<file path="src/rtl/game_pkg.sv">
// Shared game constants, state encodings and the bullet/enemy overlap test.
// SHOT_COOLDOWN_EN adds the shot-lockout constants.
package game_pkg;

  localparam int unsigned X_W    = 10;
  localparam int unsigned Y_W    = 9;
  localparam int unsigned CALC_W = 11;

  // Screen geometry; player sprite spans X-10..X+20 inside the border
  localparam int unsigned SCREEN_W       = 640;
  localparam int unsigned BORDER_W       = 11;
  localparam int unsigned PLAYER_LEFT_W  = 10;
  localparam int unsigned PLAYER_RIGHT_W = 20;

  localparam int unsigned X_MIN       = BORDER_W + PLAYER_LEFT_W;
  localparam int unsigned X_MAX       = SCREEN_W - BORDER_W - PLAYER_RIGHT_W;
  localparam int unsigned X_START     = 315;
  localparam int unsigned PLAYER_Y    = 440;
  localparam int unsigned PLAYER_STEP = 2;

  localparam int unsigned BULLET_STEP  = 4;
  localparam int unsigned BULLET_Y_MIN = BORDER_W;
  localparam int unsigned LAUNCH_DY    = 20;

  localparam int unsigned HIT_W    = 20;
  localparam int unsigned BULLET_H = 10;
  localparam int unsigned ENEMY_H  = 20;

`ifdef SHOT_COOLDOWN_EN
  localparam int unsigned COOLDOWN_TICKS = 15;
  localparam int unsigned CD_W           = $clog2(COOLDOWN_TICKS + 1);
`endif

  typedef enum logic [1:0] {GS_WAIT_START, GS_PLAY, GS_WON} game_st_e;
  typedef enum logic [1:0] {MV_HALT, MV_LEFT, MV_RIGHT} motion_e;
  typedef enum logic {BS_PARKED, BS_FLYING} bullet_st_e;

  // Bullet box vs enemy box, widened so sums cannot wrap
  function automatic logic hit_test(input logic [X_W-1:0] bx, input logic [Y_W-1:0] by,
                                    input logic [X_W-1:0] ex, input logic [Y_W-1:0] ey);
    logic [CALC_W-1:0] bx_w, by_w, ex_w, ey_w;
    bx_w = CALC_W'(bx);
    by_w = CALC_W'(by);
    ex_w = CALC_W'(ex);
    ey_w = CALC_W'(ey);
    return (bx_w + CALC_W'(HIT_W) > ex_w) && (bx_w < ex_w + CALC_W'(HIT_W)) &&
           (by_w + CALC_W'(BULLET_H) > ey_w) && (by_w < ey_w + CALC_W'(ENEMY_H));
  endfunction

endpackage

</file>
<file path="src/rtl/update_tick_gen.sv">
// Free-running divider producing a single-cycle update tick every TICK_DIV clocks.
module update_tick_gen #(
  parameter int unsigned TICK_DIV = 833333
) (
  input  logic i_clk,
  input  logic i_rst_n,
  output logic o_tick_c
);

  localparam int unsigned CNT_W = (TICK_DIV > 1) ? $clog2(TICK_DIV) : 1;

  logic [CNT_W-1:0] r_cnt;

  assign o_tick_c = (r_cnt == CNT_W'(TICK_DIV - 1));

  always_ff @(posedge i_clk or negedge i_rst_n) begin
    if (!i_rst_n) begin
      r_cnt <= '0;
    end else if (o_tick_c) begin
      r_cnt <= '0;
    end else begin
      r_cnt <= r_cnt + CNT_W'(1);
    end
  end

endmodule

</file>
<file path="src/rtl/player_motion_ctrl.sv">
// Player/bullet game logic: keypad levels -> player and bullet positions, sticky win on hit.
// Build macro SHOT_COOLDOWN_EN enables a shot lockout after the bullet parks.
module player_motion_ctrl
  import game_pkg::*;
#(
  parameter int unsigned TICK_DIV = 833333
) (
  input  logic           master_clk,
  input  logic           resetn,
  input  logic           start,
  input  logic           left,
  input  logic           right,
  input  logic           stop,
  input  logic           shoot,
  input  logic           lose,
  input  logic [X_W-1:0] enemyXPosition,
  input  logic [Y_W-1:0] enemyYPosition,
  output logic [X_W-1:0] playerXPosition,
  output logic [Y_W-1:0] playerYPosition,
  output logic [X_W-1:0] bulletXPosition,
  output logic [Y_W-1:0] bulletYPosition,
  output logic           win
);

  logic              w_tick;
  game_st_e          r_game_st, w_game_nxt;
  bullet_st_e        r_bullet_st, w_bullet_nxt;
  motion_e           r_motion, w_motion_nxt;
  logic [X_W-1:0]    r_player_x, r_bullet_x, w_player_x_nxt;
  logic [Y_W-1:0]    r_bullet_y;
  logic              r_win, r_start_d, r_shoot_d, r_shot_pend;
  logic              w_start_rise, w_shoot_rise, w_step, w_shot_ok;
  logic              w_launch, w_hit, w_retire;
  logic [CALC_W-1:0] w_x_ext, w_x_sum;

  update_tick_gen #(.TICK_DIV(TICK_DIV)) u_tick (
    .i_clk    (master_clk),
    .i_rst_n  (resetn),
    .o_tick_c (w_tick)
  );

  assign w_start_rise = start & ~r_start_d;
  assign w_shoot_rise = shoot & ~r_shoot_d;
  assign w_step       = w_tick & (r_game_st == GS_PLAY) & ~lose;

`ifdef SHOT_COOLDOWN_EN
  logic [CD_W-1:0] r_cooldown;

  assign w_shot_ok = (r_shot_pend | w_shoot_rise) & (r_cooldown == '0);

  // Lockout reloads whenever a flying bullet parks; cleared on game restart
  always_ff @(posedge master_clk or negedge resetn) begin
    if (!resetn) begin
      r_cooldown <= '0;
    end else if (w_start_rise) begin
      r_cooldown <= '0;
    end else if (w_hit || w_retire) begin
      r_cooldown <= CD_W'(COOLDOWN_TICKS);
    end else if (w_step && (r_cooldown != '0)) begin
      r_cooldown <= r_cooldown - CD_W'(1);
    end
  end
`else
  assign w_shot_ok = r_shot_pend | w_shoot_rise;
`endif

  assign w_launch = w_step & w_shot_ok & (r_bullet_st == BS_PARKED);
  assign w_hit    = w_step & (r_bullet_st == BS_FLYING) &
                    hit_test(r_bullet_x, r_bullet_y, enemyXPosition, enemyYPosition);
  assign w_retire = w_step & (r_bullet_st == BS_FLYING) & ~w_hit &
                    (r_bullet_y < Y_W'(BULLET_Y_MIN + BULLET_STEP));

  // Next state for game, motion latch and bullet
  always_comb begin
    w_game_nxt   = r_game_st;
    w_bullet_nxt = r_bullet_st;
    w_motion_nxt = r_motion;
    if (stop) begin
      w_motion_nxt = MV_HALT;
    end else if (left) begin
      w_motion_nxt = MV_LEFT;
    end else if (right) begin
      w_motion_nxt = MV_RIGHT;
    end
    if (w_start_rise) begin
      w_game_nxt   = GS_PLAY;
      w_bullet_nxt = BS_PARKED;
    end else begin
      if (w_hit) begin
        w_game_nxt = GS_WON;
      end
      if (w_hit || w_retire) begin
        w_bullet_nxt = BS_PARKED;
      end else if (w_launch) begin
        w_bullet_nxt = BS_FLYING;
      end
    end
  end

  // Clamped player step, computed wide so the clamp sees no wrap
  always_comb begin
    w_x_ext        = CALC_W'(r_player_x);
    w_x_sum        = w_x_ext + CALC_W'(PLAYER_STEP);
    w_player_x_nxt = r_player_x;
    case (r_motion)
      MV_LEFT:  w_player_x_nxt = (w_x_ext < CALC_W'(X_MIN + PLAYER_STEP)) ?
                                 X_W'(X_MIN) : X_W'(w_x_ext - CALC_W'(PLAYER_STEP));
      MV_RIGHT: w_player_x_nxt = (w_x_sum > CALC_W'(X_MAX)) ? X_W'(X_MAX) : X_W'(w_x_sum);
      default:  w_player_x_nxt = r_player_x;
    endcase
  end

  always_ff @(posedge master_clk or negedge resetn) begin
    if (!resetn) begin
      r_game_st   <= GS_WAIT_START;
      r_bullet_st <= BS_PARKED;
      r_motion    <= MV_HALT;
    end else begin
      r_game_st   <= w_game_nxt;
      r_bullet_st <= w_bullet_nxt;
      r_motion    <= w_motion_nxt;
    end
  end

  always_ff @(posedge master_clk or negedge resetn) begin
    if (!resetn) begin
      r_player_x  <= X_W'(X_START);
      r_bullet_x  <= '0;
      r_bullet_y  <= '0;
      r_win       <= 1'b0;
      r_shot_pend <= 1'b0;
      r_start_d   <= 1'b0;
      r_shoot_d   <= 1'b0;
    end else begin
      r_start_d <= start;
      r_shoot_d <= shoot;
      if (w_start_rise) begin
        r_player_x  <= X_W'(X_START);
        r_bullet_x  <= '0;
        r_bullet_y  <= '0;
        r_win       <= 1'b0;
        r_shot_pend <= 1'b0;
      end else begin
        // A pending shot lives only until the next tick, used or not
        if (w_tick) begin
          r_shot_pend <= 1'b0;
        end else if (w_shoot_rise) begin
          r_shot_pend <= 1'b1;
        end
        if (w_step) begin
          r_player_x <= w_player_x_nxt;
        end
        if (w_hit || w_retire) begin
          r_bullet_x <= '0;
          r_bullet_y <= '0;
        end else if (w_launch) begin
          r_bullet_x <= r_player_x;
          r_bullet_y <= Y_W'(PLAYER_Y - LAUNCH_DY);
        end else if (w_step && (r_bullet_st == BS_FLYING)) begin
          r_bullet_y <= r_bullet_y - Y_W'(BULLET_STEP);
        end
        if (w_hit) begin
          r_win <= 1'b1;
        end
      end
    end
  end

  assign playerXPosition = r_player_x;
  assign playerYPosition = Y_W'(PLAYER_Y);
  assign bulletXPosition = r_bullet_x;
  assign bulletYPosition = r_bullet_y;
  assign win             = r_win;

endmodule

</file>
<file path="config.mk">
export PLATFORM = sky130hd
export DESIGN_NAME = player_motion_ctrl
export DESIGN_NICKNAME = d
export VERILOG_FILES = /design/src/rtl/game_pkg.sv /design/src/rtl/update_tick_gen.sv /design/src/rtl/player_motion_ctrl.sv
export SDC_FILE = /design/constraint.sdc
export NUM_CORES = 1
export LEC_CHECK = 0
export ABC_CLOCK_PERIOD_IN_PS = 4600
export CAP_MARGIN = 25
export CORE_AREA = 8 8 96 98
export DETAILED_ROUTE_END_ITERATION = 6
export DIE_AREA = 0 0 104 106
export PLACE_DENSITY_LB_ADDON = 0.1
export SETUP_SLACK_MARGIN = 0.5
export SLEW_MARGIN = 20
export SYNTH_ARGS = -nofsm -noshare
export SYNTH_HDL_FRONTEND = slang
export SYNTH_SLANG_ARGS = --single-unit
</file>
<file path="constraint.sdc">
create_clock -name master_clk -period 4.6 [get_ports master_clk]
set_input_delay 1.38 -clock master_clk [delete_from_list [all_inputs] [get_ports master_clk]]
set_output_delay 1.38 -clock master_clk [all_outputs]
set_load 0.1 [all_outputs]
</file>
======== Word level (Yosys, flattened, before mapping) ========
Index checks and enable logic that the tools add are counted.
W data, S select, Z words.
word-level totals
  output and inout bits ................... 39
  register bits ........................... 58
  input bits .............................. 27
  logic and storage cells ................. 85
operators by class
  add/sub/neg operators ................... 8
  mux-type cells .......................... 26
  equal/unequal tests ..................... 4
  reduce and logical (&&, ||, !) cells .... 13
  magnitude comparators ................... 7
  bitwise gates (word level) .............. 16
operators with widths
  cell                     number
  $mux W10                 7
  $mux W9                  4
  $add A10 B5 Y11 const B  2
  $add A20 B1 Y20 const B  1
  $eq A20 B20 Y1 const B   1
  $mux W20                 1
  $pmux W10 S2             1
  $reduce_bool A3 Y1       4
  $add A10 B2 Y11 const B  1
  $gt A11 B10 Y1           1
  $gt A11 B10 Y1 const B   1
  $lt A10 B11 Y1           1
  $add A9 B4 Y10 const B   1
  $add A9 B5 Y10 const B   1
  $and A1 B1 Y1            10
  $gt A10 B9 Y1            1
  $lt A10 B5 Y1 const B    1
  $lt A9 B10 Y1            1
  $mux W2                  5
  $sub A10 B2 Y10 const B  1
  $lt A9 B4 Y1 const B     1
  $sub A9 B3 Y9 const B    1
  $mux W1                  8
  $not A1 Y1               5
  other kinds (8)          13

======== Depth between registers and ports, before layout ========
Gate-level depths: netlist of run 1.
  depth in word-level cells ............... 12
  depth in mapped cells ................... 14
  mapped depth without buffers ............ 13

======== By module ========
Synthesis of run 1 repeated with hierarchy kept, for this count alone.
second synthesis, totals
  cells, all modules ...................... 519
  area, all modules ....................... 4579.4 um2
modules (own cells, without submodules)
  module              sequential area each (um2)  cells an instance  area each (um2)  instances
  player_motion_ctrl  883.3                       421                3552.2           1
  update_tick_gen     500.5                       98                 1027.2           1

======== Worst setup path before layout of run 1 ========
Ideal clock, no wire load.
  kind .................................... reg2reg
  start ................................... reg r_bullet_y[5] (netlist: bulletYPosition[5])
  end ..................................... reg r_bullet_y[2] (netlist: bulletYPosition[2])
  library setup time ...................... 0.101 ns
  buffers on the path ..................... 1
  data required time ...................... 4.499 ns
  slack ................................... 0.834 ns
  stages on the path, launching flop included .. 13
  period minus slack after synthesis ...... 3.766 ns
  arrival time ............................ 3.665 ns
  cells stage by stage .................... dfrtp_1 > buf_2 > and3_4 > nand2_1 > nor2_1 > xor2_1 > ha_1 > nand3_1 > or3_1 > a222oi_1 > a2111oi_4 > a211o_4 > o32ai_1
between the ends
  cells in the longest elaborated chain, start to end .. 11
  elaborated cells on any way between the ends .. 14
RTL lines
  element                      RTL line                   source
  start, declared              player_motion_ctrl.sv:30   logic [Y_W-1:0] r_bullet_y;
  start signal, assigned       player_motion_ctrl.sv:158  r_bullet_y <= Y_W'(PLAYER_Y - LAUNCH_DY);
  start signal, assigned       player_motion_ctrl.sv:160  r_bullet_y <= r_bullet_y - Y_W'(BULLET_STEP);
  $add A9 B4 Y10               game_pkg.sv:47             (by_w + CALC_W'(BULLET_H) > ey_w) && (by_w < ey_w + CALC_W'(ENEMY_H));
  $gt A10 B9 Y1                game_pkg.sv:47
  $logic_and A1 B1 Y1          game_pkg.sv:46             return (bx_w + CALC_W'(HIT_W) > ex_w) && (bx_w < ex_w + CALC_W'(HIT_W)) &&
  $logic_and A1 B1 Y1          game_pkg.sv:47
  $and A1 B1 Y1                player_motion_ctrl.sv:68   assign w_hit = w_step & (r_bullet_st == BS_FLYING) &
  $not A1 Y1                   player_motion_ctrl.sv:70   assign w_retire = w_step & (r_bullet_st == BS_FLYING) & ~w_hit &
  $and A1 B1 Y1 (2 in series)  player_motion_ctrl.sv:70
  $logic_or A1 B1 Y1 *         player_motion_ctrl.sv:153  if (w_hit || w_retire) begin
  $mux W9                      player_motion_ctrl.sv:153
  $mux W9                      player_motion_ctrl.sv:137  if (w_start_rise) begin
Mark *: on every way between the ends. The rest lies on a longest branch, timed or not.
A chain may end at the register's enable or synchronous reset.

======== Final worst setup path of run 1 ========
  start ................................... in enemyXPosition[2]
  end ..................................... reg r_bullet_x[4] (netlist: bulletXPosition[4])
between the ends
  cells in the longest elaborated chain, start to end .. 12
  elaborated cells on any way between the ends .. 14
RTL lines
  element                              RTL line                   source
  start, declared                      player_motion_ctrl.sv:16   input logic [X_W-1:0] enemyXPosition,
  $add A10 B5 Y11                      game_pkg.sv:46
  $lt A10 B11 Y1                       game_pkg.sv:46
  $logic_and A1 B1 Y1 * (2 in series)  game_pkg.sv:46
  $logic_and A1 B1 Y1 *                game_pkg.sv:47
  $and A1 B1 Y1 *                      player_motion_ctrl.sv:68
  $not A1 Y1                           player_motion_ctrl.sv:70
  $and A1 B1 Y1 (2 in series)          player_motion_ctrl.sv:70
  $logic_or A1 B1 Y1 *                 player_motion_ctrl.sv:153
  $mux W10                             player_motion_ctrl.sv:153
  $mux W10                             player_motion_ctrl.sv:137
  end signal, assigned                 player_motion_ctrl.sv:157  r_bullet_x <= r_player_x;
  end, declared                        player_motion_ctrl.sv:29   logic [X_W-1:0] r_player_x, r_bullet_x, w_player_x_nxt;
Marked as above.

==> flow_metrics.tcl, run 1 <==
set metrics [dict create \
    outcome "complete, no violations" \
    globalRouteMet1Util_pct 25.6 \
    final_nets 647 \
    fin_ws_ps 590 \
    drcViolationCount 0 \
    endpoint_kind "flip-flop" \
    synth.distinct_cells 63 \
    finalCriticalPeriod_ps 4010 \
    fmax_mhz 249 \
    synth_area_per_cell_um2 8.44 \
    worstMarginPinSlew_ps 992 \
    vdd_drop_max_uv 150 \
    antenna_found_initial 0 \
    die-area_um2 11000 \
    grt_max_degree 31 \
    die_y_um 106 \
    cts_tree "done" \
    cp-start-kind "input pin" \
    antenna_left 0 \
    synthArstFlopShare_pct 100 \
    drtPass1Iterations 5 \
    h-tree-depth 2 \
    whs_ps 495 \
    clock_path_buffers 2 \
    powerDensity_nw_per_um2 225 \
    rsz0062_at_grt "yes" \
    synth_top_area_share_pct 27.2 \
    grt_pass1_vias 4036 \
    slew_violations 0 \
    ys.flop_type "dfrtp_1" \
    setup_violations 0 \
    via_per_inst 5.86 \
    post-dp-hpwl_mm 8.26 \
    cap_violations 0 \
    syn-cell-area_um2 4520 \
    crit_start "enemyXPosition[2]" \
    postSynthCellCount 535 \
    hp-start "u_tick.r_cnt[0]$_DFF_PN0_" \
    r2r_start "bulletYPosition[3]$_DFFE_PN0P_" \
    nFillCells 676 \
    clk_latency_ps 310 \
    worstPathRequired_ps 4790 \
    max-slew-margin-rel_pct 33.6 \
    ff_latch_area_um2 1380 \
    clock_skew_ps 12.1 \
    area_growth_pct 14.8 \
    use_met3_pct 3.45 \
    synth-edff-count 0 \
    port_buffers 54 \
    hold_viol 0 \
    utilization_pct 66.1 \
    instances_no_fill 684 \
    synth_area_leaders "dfrtp_1, ha_1, xnor2_1, a21oi_1, nor2_1" \
    drt-total-wl_mm 11.1 \
    num_io_pins 66 \
    grt_overflow_total 0 \
    ys_warn_count 0 \
    multi_input_area_um2 2860 \
    cts_root_buffer "clkbuf_8" \
    core_area_um2 7850 \
    grt_util_met2_pct 34.5 \
    synth_top_cell_by_area "dfrtp_1" \
    drt_iter0_markers 160 \
    wl_per_cell_um 16.3 \
    pre_cts_ws_ps 157 \
    routed-via-count 4007 \
    ys_ff_latch 55 \
    p_leak_nw 2.28 \
    row_count 33 \
    start_util_pct 57.6 \
    arrival_ps 4200 \
    seq_area_frac_synth_pct 30.6 \
    finalCritPeriodShare_pct 87.2 \
    path_clk_slew_ps 90 \
    cts-buffers-inserted 5 \
    ctsHoldBuffers 0 \
    busiest_layer "met2" \
    drive_above_1_share_pct 7.60 \
    worstSetupPathType "in -> reg" \
    antenna_cells 0 \
    grt.total_usage_pct 20.1 \
    place.gp.congestion 0.936 \
    grt_first_pass_wirelength_mm 19.1 \
    dp_cells 671 \
    min-delay-path-class "reg -> reg" \
    cp_max_fo 7 \
    tns_ps 0 \
    cts_sinks 55 \
    dieWidth_um 104 \
]
==> per-layer routing <==
layer	part of all wire, %	vias up
met2	48	131
li1	-	1956
met1	45	1906
met4	1.3	0
met5	0	-
met3	5.1	14
==> report_power, final <==
part           internal (mW)  switching (mW)  leakage, nW
Sequential             0.497          0.0331        0.712
Combinational          0.122           0.249         1.53
Clock                  0.108           0.156       0.0452
==> state kept, by name, summed over array words and instances (netlist names) <==
signal           cells
r_bullet_st          1
r_shoot_d            1
bulletXPosition     10
r_start_d            1
r_game_st            2
playerXPosition     10
r_motion             2
u_tick.r_cnt        20
bulletYPosition      7
r_shot_pend          1
==> worst paths after layout <==
| path | end | slack, ps | depth (start not counted) |
|---|---|---|---|
| setup / recovery | bulletXPosition[4]$_DFFE_PN0P_ | 590 | 13 |
| hold / removal | u_tick.r_cnt[0]$_DFF_PN0_ | 490 | 1 |
| setup reg to reg | bulletYPosition[6]$_DFFE_PN0P_ | 1150 | 12 |
| hold reg to reg | u_tick.r_cnt[0]$_DFF_PN0_ | 490 | 1 |
| max in group asynchronous | bulletXPosition[8]$_DFFE_PN0P_ | 2730 | 2 |
| min in group asynchronous | u_tick.r_cnt[16]$_DFF_PN0_ | 1070 | 1 |
==> layout make-up <==
class	count	share of cell area [%]
Clock buffer	6	1.40
Tap cell	105	2.53
Sequential cell	55	26.7
Inverter	35	2.53
Timing Repair Buffer	60	11.4
Multi-Input combinational cell	421	55.1
Clock inverter	2	0.265
==> metrics by stage <==
stage | total power [mW] | cell area (µm²)
after floorplan | 0.813 | 4550
after global placement | 0.893 | 5030
after detailed placement | 0.902 | 5030
after CTS | 1.17 | 5120
after global routing | 1.23 | 5180
final | 1.16 | 5180
==> Yosys cell counts (all sizes together), types with 7 or more instances <==
cell type and number:
dfrtp 49, a21oi 47, nand2 47, nor2 47, ha 42, inv 35
nand3 31, xnor2 24, o21ai 23, buf 21, xor2 19, nor3 14
clkbuf 13, nand4 10, and2 8, nand2b 8, and3 7
==> cells by family after synthesis <==
| logic type | share of synthesized area [%] |
|---|---|
| mux | 0.443 |
| flops | 30.6 |
| fa+ha+maj | 11.6 |
| xor+xnor | 8.34 |
| compound gates | 18.4 |
| simple gates | 23.1 |
| other cells | 0.166 |
| buf+inv | 7.34 |
==> what timing repair did <==
| item | in CTS | in global routing |
|---|---|---|
| gates resized for setup | 0 | 3 |
| gates cloned | 0 | 1 |
| setup buffers | 0 | 4 |
| pin swaps | 1 | 2 |
| setup endpoints to repair | 1 | 16 |
==> placed cells by master (no fill, tap or decap), drive strengths merged, types with 5 or more instances in the layout <==
cell	netlist	routed
ha	42	42
and3	7	7
nor2b	5	5
dfstp	6	6
nand2	47	47
a211oi	5	5
nand3	31	31
conb	2	11
nor4	6	6
clkdlybuf4s50	0	53
buf	21	7
inv	35	35
clkbuf	13	6
nand2b	8	8
xor2	19	19
nor3	14	14
and2	8	8
xnor2	24	24
dfrtp	49	49
o21ai	23	23
nor2	47	47
nand4	10	10
a21o	6	6
a21oi	47	47
==> worst max-delay path: stages <==
cell,delay (ps)
clkdlybuf4s50_1,470
ha_1,260
o2111ai_1,280
xnor2_1,160
ha_1,260
a21o_1,190
a21oi_1,160
o22a_1,170
nand4_2,120
a2111oi_4,360
a211o_4,210
buf_12,130
a21oi_2,40
(Power assumes the default switching activity.)
==> inputs of run 2 (changes only) <==
--- a/config.mk
+++ b/config.mk
@@ -12,6 +12,7 @@
 export DIE_AREA = 0 0 104 106
 export PLACE_DENSITY_LB_ADDON = 0.1
 export SETUP_SLACK_MARGIN = 0.5
+export SKIP_CTS_REPAIR_TIMING = 1
 export SLEW_MARGIN = 20
 export SYNTH_ARGS = -nofsm -noshare
 export SYNTH_HDL_FRONTEND = slang
==> flow_metrics.tcl, run 2 (synthesis results as in run 1) <==
set metrics [dict create \
    area_growth_pct 15.1 \
    grt_max_degree 31 \
    rsz0062_at_grt "no" \
    whs_endpoint "u_tick.r_cnt[0]$_DFF_PN0_" \
    clock_skew_ps 11.6 \
    grt.total_usage_pct 20.2 \
    dieWidth_um 104 \
    drive_above_1_share_pct 7.93 \
    crit_family "compound AO/OA/AOI/OAI gates" \
    endpoint_kind "flip-flop" \
    cts_tree "done" \
    outcome "complete, no violations" \
    via_per_inst 5.86 \
    die-area_um2 11000 \
    worst-path-buf-inv 2 \
    final_nets 648 \
    final_cell_mix "clkdlybuf4s50_1, dfrtp_1, nor2_1" \
    port_buffers 54 \
    crit_chain "clkdlybuf4s50_1 -> ha_1 -> o2111ai_1 -> xnor2_1 -> ha_1 -> a21o_1 -> a21oi_1 -> o22a_1 -> nand4_2 -> a2111oi_4 -> a211o_4 -> buf_12 -> a21oi_2" \
    r2r_start "bulletYPosition[4]$_DFFE_PN0P_" \
    antenna_left 0 \
    cts_sinks 55 \
    die_y_um 106 \
    place.gp.congestion 0.936 \
    finalCritPeriodShare_pct 88.0 \
    slowest_stage "clkdlybuf4s50_1" \
    clk_latency_ps 310 \
    path_clk_slew_ps 90 \
    max-slew-margin-rel_pct 33.5 \
    arrival_ps 4240 \
    routed-via-count 4017 \
    nFillCells 674 \
    powerDensity_nw_per_um2 224 \
    worstSetupPathType "in -> reg" \
    ff_latch_area_um2 1380 \
    wl_per_cell_um 16.3 \
    multi_input_area_um2 2860 \
    utilization_pct 66.3 \
    cp_max_fo 7 \
    fmax_mhz 247 \
    antenna_found_initial 0 \
    grt_overflow_total 0 \
    critPathMostFrequentCell "ha_1" \
    start_util_pct 57.6 \
    largest_register_ffs 20 \
    final_common_cell "clkdlybuf4s50_1" \
    grt_first_pass_wirelength_mm 19.1 \
    drcViolationCount 0 \
    finalCriticalPeriod_ps 4050 \
    grt_pass1_vias 4024 \
    vdd_drop_max_uv 150 \
    hold_path_depth 1 \
    antenna_cells 0 \
    post-dp-hpwl_mm 8.26 \
    clock_path_buffers 2 \
    row_count 33 \
    slew_violations 0 \
    whs_ps 493 \
    core_area_um2 7850 \
    p_leak_nw 2.30 \
    cts_root_buffer "clkbuf_8" \
    cp-start-kind "input pin" \
    top_register "u_tick.r_cnt" \
    tns_ps 0 \
    num_io_pins 66 \
    cap_violations 0 \
    worstPathRequired_ps 4790 \
    hold_viol 0 \
    hp-start "u_tick.r_cnt[0]$_DFF_PN0_" \
    rrSetupSlack_ps 1150 \
    drtPass1Iterations 5 \
    r2r_cells 12 \
    cts-buffers-inserted 5 \
    setup_violations 0 \
    min-delay-path-class "reg -> reg" \
    worstMarginPinSlew_ps 994 \
    h-tree-depth 2 \
    drt_iter0_markers 178 \
    cpPeakStageDelay_ps 470 \
    drt-total-wl_mm 11.2 \
    r2r-end "bulletYPosition[6]$_DFFE_PN0P_" \
]
==> run 2: worst max-delay path by stage <==
stage | start | end | cells past startpoint
5_1_grt | enemyXPosition[2] | bulletYPosition[7]$_DFFE_PN0P_ | 13
3_5_place_dp | enemyXPosition[2] | bulletYPosition[2]$_DFFE_PN0P_ | 12
2_1_floorplan | bulletYPosition[5]$_DFFE_PN0P_ | bulletYPosition[2]$_DFFE_PN0P_ | 12
3_3_place_gp | enemyXPosition[2] | bulletYPosition[2]$_DFFE_PN0P_ | 12
6_report | enemyXPosition[2] | bulletXPosition[4]$_DFFE_PN0P_ | 13
4_1_cts | enemyXPosition[2] | bulletYPosition[2]$_DFFE_PN0P_ | 12
==> run 2: metal layers <==
layer,up-vias,part of all wire (%),GRT usage (%)
li1,1958,-,-
met1,1910,45,25.8
met2,134,49,34.3
met3,15,4.9,3.45
met4,0,1.2,5.69
met5,-,0,0
==> run 2: area by class of cell <==
cell class	instances	share of cell area, %
multi-input combinational	421	55.1
sequential	55	26.6
timing repair buffer	61	11.6
inverter	35	2.53
tap	105	2.53
clock buffer	6	1.40
clock inverter	2	0.265
==> run 2: report_power, final <==
part           internal [mW]  switching, mW
Sequential             0.497         0.0334
Clock                  0.108          0.156
Combinational          0.122          0.249
==> run 2: stage by stage <==
step / setup slack (ps) / instance area [µm²] / power (mW) / instances
after floorplan: 834 / 4550 / 0.813 / 544
after global placement: 267 / 5030 / 0.893 / 671
after detailed placement: 157 / 5030 / 0.902 / 671
after CTS: 486 / 5120 / 1.17 / 679
after global routing: 462 / 5200 / 1.23 / 685
final: 554 / 5200 / 1.17 / 685
==> run 2: worst reg2reg max path: stages, from the launching register on <==
cell and delay (ps):
dfrtp_1 580, and3_4 250, nand2_1 90, nor2_1 170
xor2_1 90, ha_1 320, nand3_1 100, or3_1 360
a222oi_1 510, a2111oi_4 160, buf_4 180, or3b_2 450
a21oi_1 120
